===== config.mk =====
export PLATFORM = sky130hd
export DESIGN_NAME = count_day
export DESIGN_NICKNAME = d
export VERILOG_FILES = /design/src/rtl/clock_pkg.sv /design/src/rtl/month_len_decode.sv /design/src/rtl/count_day.sv
export SDC_FILE = /design/constraint.sdc
export NUM_CORES = 1
export LEC_CHECK = 0
export CORE_MARGIN = 5
export CORE_UTILIZATION = 50
export CTS_BUF_LIST = sky130_fd_sc_hd__clkbuf_4
export DETAILED_ROUTE_END_ITERATION = 7
export PLACE_DENSITY_LB_ADDON = 0.25
export SLEW_MARGIN = 20
export SYNTH_ARGS = -nofsm -noshare
export SYNTH_HDL_FRONTEND = slang
export SYNTH_SLANG_ARGS = --single-unit
export TNS_END_PERCENT = 5

===== constraint.sdc =====
create_clock -name clk -period 3.7 [get_ports clk]
set_clock_uncertainty 0.15 [all_clocks]
set_input_delay 0.37 -clock clk [delete_from_list [all_inputs] [get_ports clk]]
set_output_delay 0.37 -clock clk [all_outputs]
set_load 0.03 [all_outputs]

===== src/rtl/clock_pkg.sv =====
// -----------------------------------------------------------------------------
// clock_pkg
// Shared definitions for the century-clock counters.
//   - BCD digit widths for the day display
//   - day_t: packed {ten, unit} BCD day pair
//   - Day constants DAY_FIRST, DAY_28, DAY_29, DAY_30, DAY_31
//   - month_len_e: month-length classification
//   - len_to_day(): maps a month length onto its last-day BCD pair
// -----------------------------------------------------------------------------
package clock_pkg;

  localparam int DAY_UNIT_W = 4;
  localparam int DAY_TEN_W  = 2;

  // Ten digit sits in the upper bits, so a plain vector compare of two day_t
  // values orders them tens-first, then units.
  typedef struct packed {
    logic [DAY_TEN_W-1:0]  ten;
    logic [DAY_UNIT_W-1:0] unit;
  } day_t;

  localparam day_t DAY_FIRST = {2'd0, 4'd1};
  localparam day_t DAY_28    = {2'd2, 4'd8};
  localparam day_t DAY_29    = {2'd2, 4'd9};
  localparam day_t DAY_30    = {2'd3, 4'd0};
  localparam day_t DAY_31    = {2'd3, 4'd1};

  typedef enum logic [1:0] {
    LEN_28,
    LEN_29,
    LEN_30,
    LEN_31
  } month_len_e;

  function automatic day_t len_to_day(input month_len_e len);
    case (len)
      LEN_28:  return DAY_28;
      LEN_29:  return DAY_29;
      LEN_30:  return DAY_30;
      default: return DAY_31;
    endcase
  endfunction

endpackage


===== src/rtl/month_len_decode.sv =====
// -----------------------------------------------------------------------------
// month_len_decode
// Combinational last-day decode from the month counter's length flags.
// Priority TN > T > TO; with no flag set the month is treated as 31 days.
// Ports:
//   TO     in  current month has 31 days
//   T      in  current month has 30 days
//   TN     in  current month is February
//   leap   in  current year is a leap year
//   o_last out last day of the month as a BCD {ten, unit} pair
// -----------------------------------------------------------------------------
module month_len_decode
  import clock_pkg::*;
(
  input  logic TO,
  input  logic T,
  input  logic TN,
  input  logic leap,
  output day_t o_last
);

  month_len_e w_len;

  always_comb begin
    w_len = LEN_31;
    if (TN) begin
      w_len = leap ? LEN_29 : LEN_28;
    end else if (T) begin
      w_len = LEN_30;
    end else if (TO) begin
      w_len = LEN_31;
    end else begin
      // Invalid/unknown month: fall back to the longest length.
      w_len = LEN_31;
    end
  end

  assign o_last = len_to_day(w_len);

endmodule


===== src/rtl/count_day.sv =====
// -----------------------------------------------------------------------------
// count_day
// BCD day-of-month counter. Advances on en_dy, rolls over after the last day
// of the month (raising pulse_dy for the month counter in the same cycle),
// supports set-mode up/down adjust, and clamps the day down when the month or
// leap status shortens the current month.
// Ports:
//   clk       in  system clock
//   rst_n     in  synchronous active-low reset (day -> 01)
//   en_dy     in  one-cycle day-advance carry from the hour counter
//   up        in  set-mode increment request
//   down      in  set-mode decrement request
//   TO/T/TN   in  month-length flags (31 / 30 / February)
//   leap      in  leap-year flag
//   day_unit  out BCD units digit
//   day_ten   out BCD tens digit
//   pulse_dy  out month-advance carry (en_dy & at last day), combinational
// -----------------------------------------------------------------------------
module count_day
  import clock_pkg::*;
#(
  parameter int MAX_DISPLAY_UNIT = 4,
  parameter int MAX_DISPLAY_TEN  = 2
) (
  input  logic                        clk,
  input  logic                        rst_n,
  input  logic                        en_dy,
  input  logic                        up,
  input  logic                        down,
  input  logic                        TO,
  input  logic                        T,
  input  logic                        TN,
  input  logic                        leap,
  output logic [MAX_DISPLAY_UNIT-1:0] day_unit,
  output logic [MAX_DISPLAY_TEN-1:0]  day_ten,
  output logic                        pulse_dy
);

  day_t r_day;
  day_t w_next;
  day_t w_last;
  logic w_at_last;
  logic w_over;

  function automatic day_t bcd_inc(input day_t d);
    day_t res;
    if (d.unit == 4'd9) begin
      res.unit = 4'd0;
      res.ten  = d.ten + 2'd1;
    end else begin
      res.unit = d.unit + 4'd1;
      res.ten  = d.ten;
    end
    return res;
  endfunction

  function automatic day_t bcd_dec(input day_t d);
    day_t res;
    if (d.unit == 4'd0) begin
      res.unit = 4'd9;
      res.ten  = d.ten - 2'd1;
    end else begin
      res.unit = d.unit - 4'd1;
      res.ten  = d.ten;
    end
    return res;
  endfunction

  month_len_decode u_len (
    .TO     (TO),
    .T      (T),
    .TN     (TN),
    .leap   (leap),
    .o_last (w_last)
  );

  // Packed {ten, unit} compares tens first, then units.
  assign w_at_last = (r_day >= w_last);
  assign w_over    = (r_day >  w_last);

  always_comb begin
    w_next = r_day;
    if (en_dy) begin
      w_next = w_at_last ? DAY_FIRST : bcd_inc(r_day);
    end else if (w_over) begin
      // Month/leap changed under us: pull back to the new last day.
      w_next = w_last;
    end else if (up && !down) begin
      w_next = w_at_last ? DAY_FIRST : bcd_inc(r_day);
    end else if (down && !up) begin
      w_next = (r_day == DAY_FIRST) ? w_last : bcd_dec(r_day);
    end
  end

  always_ff @(posedge clk) begin
    if (!rst_n) begin
      r_day <= DAY_FIRST;
    end else begin
      r_day <= w_next;
    end
  end

  assign day_unit = MAX_DISPLAY_UNIT'(r_day.unit);
  assign day_ten  = MAX_DISPLAY_TEN'(r_day.ten);

  // Only the run-mode carry rolls the month; adjust wraps and clamps do not.
  assign pulse_dy = en_dy & w_at_last;

endmodule


### Word level (Yosys, flattened, before mapping)

Cells that the tools add are included.

* register bits after elaboration: 6
* bits in latches: 0
* memory bits (writable): 0
* bits in read-only memories: 0
* input bits: 9
* output and inout port bits: 7
* word-level logic and storage cells: 34
* memories kept: 0

* add/subtract/negate cells: 4
* multiply operators: 0
* div/mod/pow operators: 0
* order comparisons: 2
* equal/unequal tests: 4
* shift-type cells: 0
* muxes and demuxes: 12
* bitwise logic cells: 1
* reduce and logical (&&, ||, !) cells: 9

Operators by type and width (number)
* 6-bit two-way mux: 8
* 5-bit case mux with 3 select lines: 1
* 6-bit by 1-bit equality test with 1-bit output (second input constant): 1
* 6-bit greater-or-equal comparator: 1
* 6-bit greater-than comparator: 1
* 5-bit nonzero test: 1
* 4-bit by 1-bit adder with 4-bit output (second input constant): 1
* 4-bit equality test (second input constant): 1
* 4-bit zero test: 1
* 4-bit nonzero test: 1
* 4-bit by 1-bit subtractor with 4-bit output (second input constant): 1
* 2-bit by 1-bit adder with 2-bit output (second input constant): 1
* 2-bit by 1-bit equality test with 1-bit output (second input constant): 1
* 2-bit equality test (second input constant): 1
* 1-bit logical AND: 2
* 1-bit zero test: 2
* 2-bit zero test: 1
* 1-bit two-way mux: 2
* 2-bit two-way mux: 1
* 2-bit AND reduction: 1
* 2-bit by 1-bit subtractor with 2-bit output (second input constant): 1
* 1-bit AND: 1

### Logic depth before layout (Yosys ltp)

Gate-level depths: netlist of run 1.

* word-level depth: 9
* mapped depth: 10
* depth with buffers taken out: 9

### By module

A second synthesis of run 1 with hierarchy kept.

* cell total of the unflattened synthesis: 121
* area, all modules: 928.4 um2

Modules (own cells, without submodules)
* count_day: times used 1, cells each 112, area each 875.8 um2, seq. area each 120.1 um2
* month_len_decode: times used 1, cells each 9, area each 52.6 um2, seq. area each 0.0 um2

### Least setup slack after synthesis of run 1

OpenSTA, ideal clock, no wires.

* path kind: register -> output
* from: register r_day, in the netlist day_unit[0]
* to: output pulse_dy
* arrival time: 1.962 ns
* required time: 3.180 ns
* path slack: 1.218 ns
* stages on the path, launching flop included: 7
* buffers on the path: 0
* cell sequence: dfxtp_1 -> inv_1 -> ha_1 -> nand4_1 -> nor3_1 -> nor2_1 -> nor2_1

* longest elaborated chain between the ends: 2

Ends and longest elaborated chain
* start, declared: RTL line count_day.sv:39 `day_t r_day;`
* start signal, assigned: RTL line count_day.sv:99 `r_day <= w_next;`
* 6-bit greater-or-equal comparator: RTL line count_day.sv:78 `assign w_at_last = (r_day >= w_last);`
* 1-bit AND: RTL line count_day.sv:107 `assign pulse_dy = en_dy & w_at_last;`
* end, declared: RTL line count_day.sv:36 `output logic pulse_dy`

No other way between the ends.

### Final worst setup path of run 1

* from: input TN
* to: output pulse_dy

* longest elaborated chain between the ends: 5
* elaborated cells between the ends (all ways): 7
* classes of those cells: 1 x order compare; 2 x eq/ne; 2 x mux; 1 x bitwise; 1 x reduce/logical

Ends and longest elaborated chain
* start, declared: RTL line count_day.sv:32 `input logic TN,`
* 2-bit two-way mux (*): RTL line month_len_decode.sv:26 `if (TN) begin`
* 2-bit equality test, or another cell as far along: RTL line clock_pkg.sv:36 `case (len)`
* 5-bit case mux with 3 select lines (*): RTL line clock_pkg.sv:36
* 6-bit greater-or-equal comparator (*): RTL line count_day.sv:78
* 1-bit AND (*): RTL line count_day.sv:107

Mark *: on every way between the ends. The rest lies on a longest branch, timed or not.

==> results of run 1 <==
-- worst max path at each step --
stage | start | endpoint | slack, ns | depth (start not counted)
floorplan | day_unit[0] | pulse_dy | 1.22 | 6
global placement | TN | pulse_dy | 0.53 | 10
detailed placement | TN | pulse_dy | 0.49 | 10
CTS | TN | pulse_dy | 0.47 | 10
global route | TN | pulse_dy | 0.29 | 10
finish | TN | pulse_dy | 0.47 | 10
-- registers in the layout (all words and copies together), names as in the netlist --
signal / cells
day_ten: 2
day_unit: 4
-- metal layers --
metal  share of wire, %  wire length [um]  vias to the layer above  track usage, %
met1                 47               892                      396            24.2
met3                4.3                82                        2            1.83
met5                  0                 0                        -               0
li1                   -                 -                      413               -
met4               0.47                 9                        0            7.17
met2                 49               930                       13            27.0
-- cell families (layout without fill, tap and decap cells) --
group           after synthesis  count (layout)  share of synthesized area (%)
xor+xnor                      2               2                           2.27
compound gates               31              31                           29.8
buf+inv                      15              29                           8.75
flops                         6               6                           15.6
mux                           2               2                           2.59
simple gates                 37              37                           26.4
fa+ha+maj                     9               9                           14.6
-- through the flow --
step	utilization [%]	setup WS, ns
4_1_cts	63.1	0.472
5_1_grt	63.1	0.287
3_3_place_gp	61.6	0.527
3_5_place_dp	61.6	0.494
6_report	63.1	0.469
2_1_floorplan	-	1.22
-- synthesized netlist by cell type, types with 2 or more instances --
cell,number
ha_1,9
nand3_1,3
o211ai_1,2
a21oi_1,5
a31oi_1,3
nor3_1,4
a21boi_1,2
buf_2,3
dfxtp_1,6
o31ai_1,5
o2111ai_1,2
nand2_1,8
mux2i_1,2
nand3b_1,2
nor2_1,8
a21o_1,2
inv_1,10
xnor2_1,2
-- cells in the final DEF (no fill, tap or decap), types with 2 or more instances in the layout --
cell type,Yosys,routed
nand3_1,3,3
a21oi_1,5,5
dfxtp_1,6,6
mux2i_1,2,2
nand2_1,8,8
a21boi_1,2,2
o2111ai_1,2,2
nor2_1,8,8
buf_4,0,2
clkbuf_4,0,3
ha_1,9,9
nor3_1,4,4
o31ai_1,5,5
a31oi_1,3,3
xnor2_1,2,2
inv_1,10,10
nand3b_1,2,2
clkdlybuf4s50_1,0,14
a21o_1,2,2
o211ai_1,2,2
-- worst max-delay path: stages --
cell             delay, ns
clkdlybuf4s50_1       0.58
inv_1                 0.11
nor2_1                0.09
a21oi_1               0.07
ha_1                  0.28
nand4_1               0.10
nor3_1                0.23
nor2_1                0.11
nor2_1                0.09
clkdlybuf4s50_1       0.67
-- power groups by stage --
stage	Sequential [mW]	Combinational [mW]	Clock [mW]
after CTS	0.113	0.265	0.0592
after detailed placement	0.114	0.262	0
after global routing	0.118	0.296	0.0646
after global placement	0.112	0.260	0
final	0.113	0.265	0.0570
after floorplan	0.125	0.176	0
-- area by class of cell --
type | count | area share [%]
well taps | 16 | 2.13
multi-input cells | 81 | 62.2
clock buffers | 3 | 2.40
flip-flops and latches | 6 | 12.8
repair buffers | 16 | 16.5
inverters | 10 | 3.99
==> results_dict.tcl, run 1 <==
set metrics [dict create \
    critical_path_required_ns 3.18 \
    cts_root_buffer "clkbuf_4" \
    crit_path_end_kind "output port" \
    final_area_um2 940 \
    grt_overflow_total 0 \
    worst-slew-pin-transition_ns 0.411 \
    dieArea_mm2 0.00243 \
    cts_buffer_depth 2 \
    die_width_um 49.3 \
    critPathKind "in -> out" \
    final_nets 136 \
    grt_first_pass_wirelength_mm 3.45 \
    r2r-end "day_ten[0]" \
    max-vdd-ir-drop_mv 0.260 \
    seq_area_frac_synth_pct 15.6 \
    rsz0062_at_grt "false" \
    ys_warn_count 0 \
    cp-start-kind "input port" \
    regArea_um2 120 \
    area_delta_synth_final_pct 21.7 \
    grt_max_degree 15 \
    hold_start "day_ten[1]" \
    syn_inst 102 \
    post_cts_resized 0 \
    fp.coreArea_mm2 0.00149 \
    synth_top_area_share_pct 15.6 \
    cts.reportedPaths.clkPinSlew_ns 0.04 \
    netSwitchingPower_mw 0.201 \
    drv_slew 0 \
    cp.arrival_ns 2.71 \
    portBuffers 14 \
    cts_buffers 3 \
    drtPass1Iterations 4 \
    reg2reg_from "day_unit[0]" \
    instances_no_fill 132 \
    fmax_ghz 0.309 \
    whs_ns 0.401 \
    drv_cap 0 \
    place_congestion 0.859 \
    grt_antenna_before_repair 0 \
    multi_input_area_um2 584 \
    io_pins 16 \
    p_seq_share_pct 26.0 \
    hold_violations 0 \
    ant_nets 0 \
    num_antenna_cells 0 \
    grt_pass1_vias 749 \
    p_total_mw 0.434 \
    cts.sinks 6 \
    fin_setup_tns_ns 0 \
    power.share.switching_pct 46.2 \
    wl_mm 1.92 \
    drive_gt1_share_pct 6.90 \
    ys_types 42 \
    leakage_nw 0.410 \
    routed_via_density 6.24 \
    drtIter0Drc 28 \
    synth_top_area_cell "dfxtp_1" \
    syn_avg_cell_area_um2 7.57 \
    reg2reg_depth 7 \
    whs_path_depth 2 \
    power_density_mw_per_mm2 462 \
    initial_core_util_pct 51.8 \
    clockPowerShare_pct 13.1 \
    status "finished clean" \
    fin_crit_sh_pct 87.3 \
    cts_tree "built" \
    synth_seq_cells 6 \
    fill_cells 128 \
    drc_errors 0 \
    grt_usage_pct 17.5 \
    fin_crit_ns 3.23 \
    htreeDepth 1 \
    vias 824 \
    clk_latency_ns 0.24 \
    fp.dieH_um 49.3 \
    async_flop_share_pct 0 \
    yosys-top-cells-area "dfxtp_1 (16%), ha_1 (15%), inv_1 (4.9%)" \
    dp_cells 129 \
    combPwrFrac_pct 60.9 \
    hold_end "day_ten[1]" \
    synth_fp_nets 120 \
    cts_hold_buf 0 \
    synth_edf_count 0 \
    maxSlewHeadroom_pct 72.5 \
    synth_area_um2 772 \
    dpl.hpwl_mm 1.52 \
    r2r_setup_slack_ns 1.23 \
    synth-main-ff-cell "dfxtp_1" \
    placed_cell_area_um2 917 \
    cts_setup_buffers 0 \
    p_int_mw 0.234 \
    finalSetupViolations 0 \
    avgRoutedWirePerCell_um 14.5 \
    hp-class "reg -> reg" \
    rows 14 \
    path_max_fanout 5 \
]
No activity file was read; power rests on OpenSTA's default activity.
==> run 2, diff against run 1 <==
- ABC_AREA: not set -> 1
==> results_dict.tcl, run 2 <==
set metrics [dict create \
    max_stage_delay_ns 0.66 \
    ys_top_cells_by_count "nand2_1 (40), inv_1 (18), nand3_1 (11), nor2_1 (10), o21ai_0 (10)" \
    dpl_worst_slack_ns 0.585 \
    drtIter0Drc 29 \
    timing.critical_path.cells "clkdlybuf4s50_1 > inv_1 > ha_1 > inv_1 > nor2_4 > nand3_1 > nor2_2 > o21ai_0 > inv_1 > clkdlybuf4s50_1" \
    drv_slew 0 \
    synth_top_area_share_pct 17.2 \
    cpMostUsedCell "inv_1" \
    cp-start-kind "input port" \
    num_antenna_cells 0 \
    rsz0062_at_grt "false" \
    seq_area_frac_synth_pct 13.8 \
    rows 15 \
    whs_ns 0.467 \
    finalSetupViolations 0 \
    ys_warn_count 0 \
    fin_crit_sh_pct 83.9 \
    yosys-top-cells-area "nand2_1 (17%), dfxtp_1 (14%), ha_1 (13%)" \
    initial_core_util_pct 51.6 \
    critical-path-slowest-cell "clkdlybuf4s50_1" \
    fill_cells 169 \
    cts_buffer_depth 2 \
    cp.buffers_inverters 5 \
    portBuffers 14 \
    status "finished clean" \
    avgRoutedWirePerCell_um 12.5 \
    fp.dieH_um 51.8 \
    clockPowerShare_pct 9.8 \
    synth_edf_count 0 \
    final_cell_mix "nand2_1 (40), inv_1 (18), clkdlybuf4s50_1 (14), nand3_1 (11)" \
    regArea_um2 120 \
    crit_family "buffers and inverters" \
    ant_nets 0 \
    worst-slew-pin-transition_ns 0.568 \
    syn_inst 141 \
    grt_first_pass_wirelength_mm 3.48 \
    hold_violations 0 \
    cts.reportedPaths.clkPinSlew_ns 0.05 \
    maxUsedRoutingLayer "met4" \
    dpl.hpwl_mm 1.66 \
    synth_area_um2 872 \
    wl_met2_mm 1.06 \
    grt_overflow_total 0 \
    synth-main-ff-cell "dfxtp_1" \
    crit_path_end_kind "output port" \
    cts_setup_buffers 0 \
    vias 959 \
    drive_gt1_share_pct 13.4 \
    ys_types 24 \
    final_nets 177 \
    grt_pass1_vias 814 \
    netSwitchingPower_mw 0.370 \
    maxSlewHeadroom_pct 62.1 \
    wirelength_met1_um 953 \
    wl_mm 2.17 \
    leakage_nw 0.541 \
    place_congestion 0.839 \
    clk_latency_ns 0.26 \
    async_flop_share_pct 0 \
    cts_buffers 3 \
    synth_seq_cells 6 \
    fp.coreArea_mm2 0.00169 \
    p_seq_share_pct 19.1 \
    critPathKind "in -> out" \
    io_pins 16 \
    post_cts_resized 0 \
    grt_usage_pct 18.0 \
    multi_input_area_um2 658 \
    fin_setup_tns_ns 0 \
    cts_root_buffer "clkbuf_4" \
    drc_errors 0 \
    dieArea_mm2 0.00268 \
    layout_commonest_cell "nand2_1" \
    cts_hold_buf 0 \
    grt_max_degree 12 \
    largest_register_ffs 4 \
    synth_most_common_cell "nand2_1" \
    setup_ws_ns 0.596 \
    max-vdd-ir-drop_mv 0.373 \
    p_int_mw 0.310 \
    path_max_fanout 5 \
    fin_crit_ns 3.10 \
    cts_tree "built" \
    drtPass1Iterations 4 \
    synth_top_area_cell "nand2_1" \
    area_delta_synth_final_pct 19.8 \
    power.share.switching_pct 54.4 \
    routed_via_density 5.51 \
    fmax_ghz 0.322 \
    die_width_um 51.8 \
    syn_avg_cell_area_um2 6.19 \
    critical_path_required_ns 3.18 \
    synth_fp_nets 159 \
    hp-class "reg -> reg" \
    cts.sinks 6 \
    drv_cap 0 \
    grt_antenna_before_repair 0 \
    htreeDepth 1 \
    power_density_mw_per_mm2 651 \
    r2r_setup_slack_ns 1.74 \
    combPwrFrac_pct 71.0 \
    met3WireLength_um 99 \
    cp.arrival_ns 2.58 \
]
## run 2: cell count changes after synthesis, sizes merged, moves of 3 or more
cell,before,now
nor2,8,16
a31oi,3,0
nor3,5,1
nand3,3,16
a21boi,3,0
inv,10,21
o21ai,2,11
nand2,8,44
nand4,1,6
buf,4,1
o31ai,5,0
## run 2: worst reg2reg max path, cell delays in order, from the launching register on
cell and delay (ns):
dfxtp_1 0.46, inv_1 0.17, ha_1 0.33, nand4_1 0.16, nand2_4 0.18, nand3_4 0.15, nand2_4 0.11, nand2_1 0.05
nand2_1 0.05, nor2_1 0.04
## run 2: cell families (layout without fill, tap and decap cells)
| group | count (synthesis) | after routing | synth area share (%) |
|---|---|---|---|
| xor+xnor | 1 | 1 | 1.00 |
| flops | 6 | 6 | 13.8 |
| simple gates | 86 | 86 | 52.4 |
| compound gates | 16 | 16 | 9.18 |
| fa+ha+maj | 9 | 9 | 12.9 |
| buf+inv | 23 | 39 | 10.8 |
## run 2: layout make-up
type	instances	area share (%)
sequential	6	11.5
inverter	22	7.90
clock buffer	3	2.16
multi-input combinational	112	63.0
tap	17	2.04
timing repair buffer	14	13.4
## run 2: power by group through the flow
stage               Clock, mW  Combinational, mW  Sequential (mW)
floorplan                   0              0.337            0.156
global placement            0              0.468            0.130
detailed placement          0              0.479            0.132
CTS                    0.0689              0.484            0.130
global route           0.0744              0.537            0.135
finish                 0.0668              0.483            0.130
## run 2: worst paths after layout
path                endpoint  depth (start not counted)   startpoint
setup / recovery    pulse_dy                         10           TN
hold / removal    day_ten[1]                          4   day_ten[1]
setup reg to reg  day_ten[1]                          9  day_unit[0]
hold reg to reg   day_ten[1]                          4   day_ten[1]
## run 2: through the flow
stage          area, um^2  util (%)  power, mW  cells
6_report             1040      61.9      0.680    174
5_1_grt              1040      61.9      0.746    174
4_1_cts              1040      61.9      0.683    174
3_5_place_dp         1020      60.5      0.611    171
3_3_place_gp         1020      60.5      0.598    171
2_1_floorplan         872         -      0.493    141
## run 2: routing by layer
metal | track usage (%) | vias to the layer above
met5 | 0 | -
met1 | 20.7 | 436
li1 | - | 489
met4 | 12.2 | 0
met2 | 30.9 | 29
met3 | 2.01 | 5
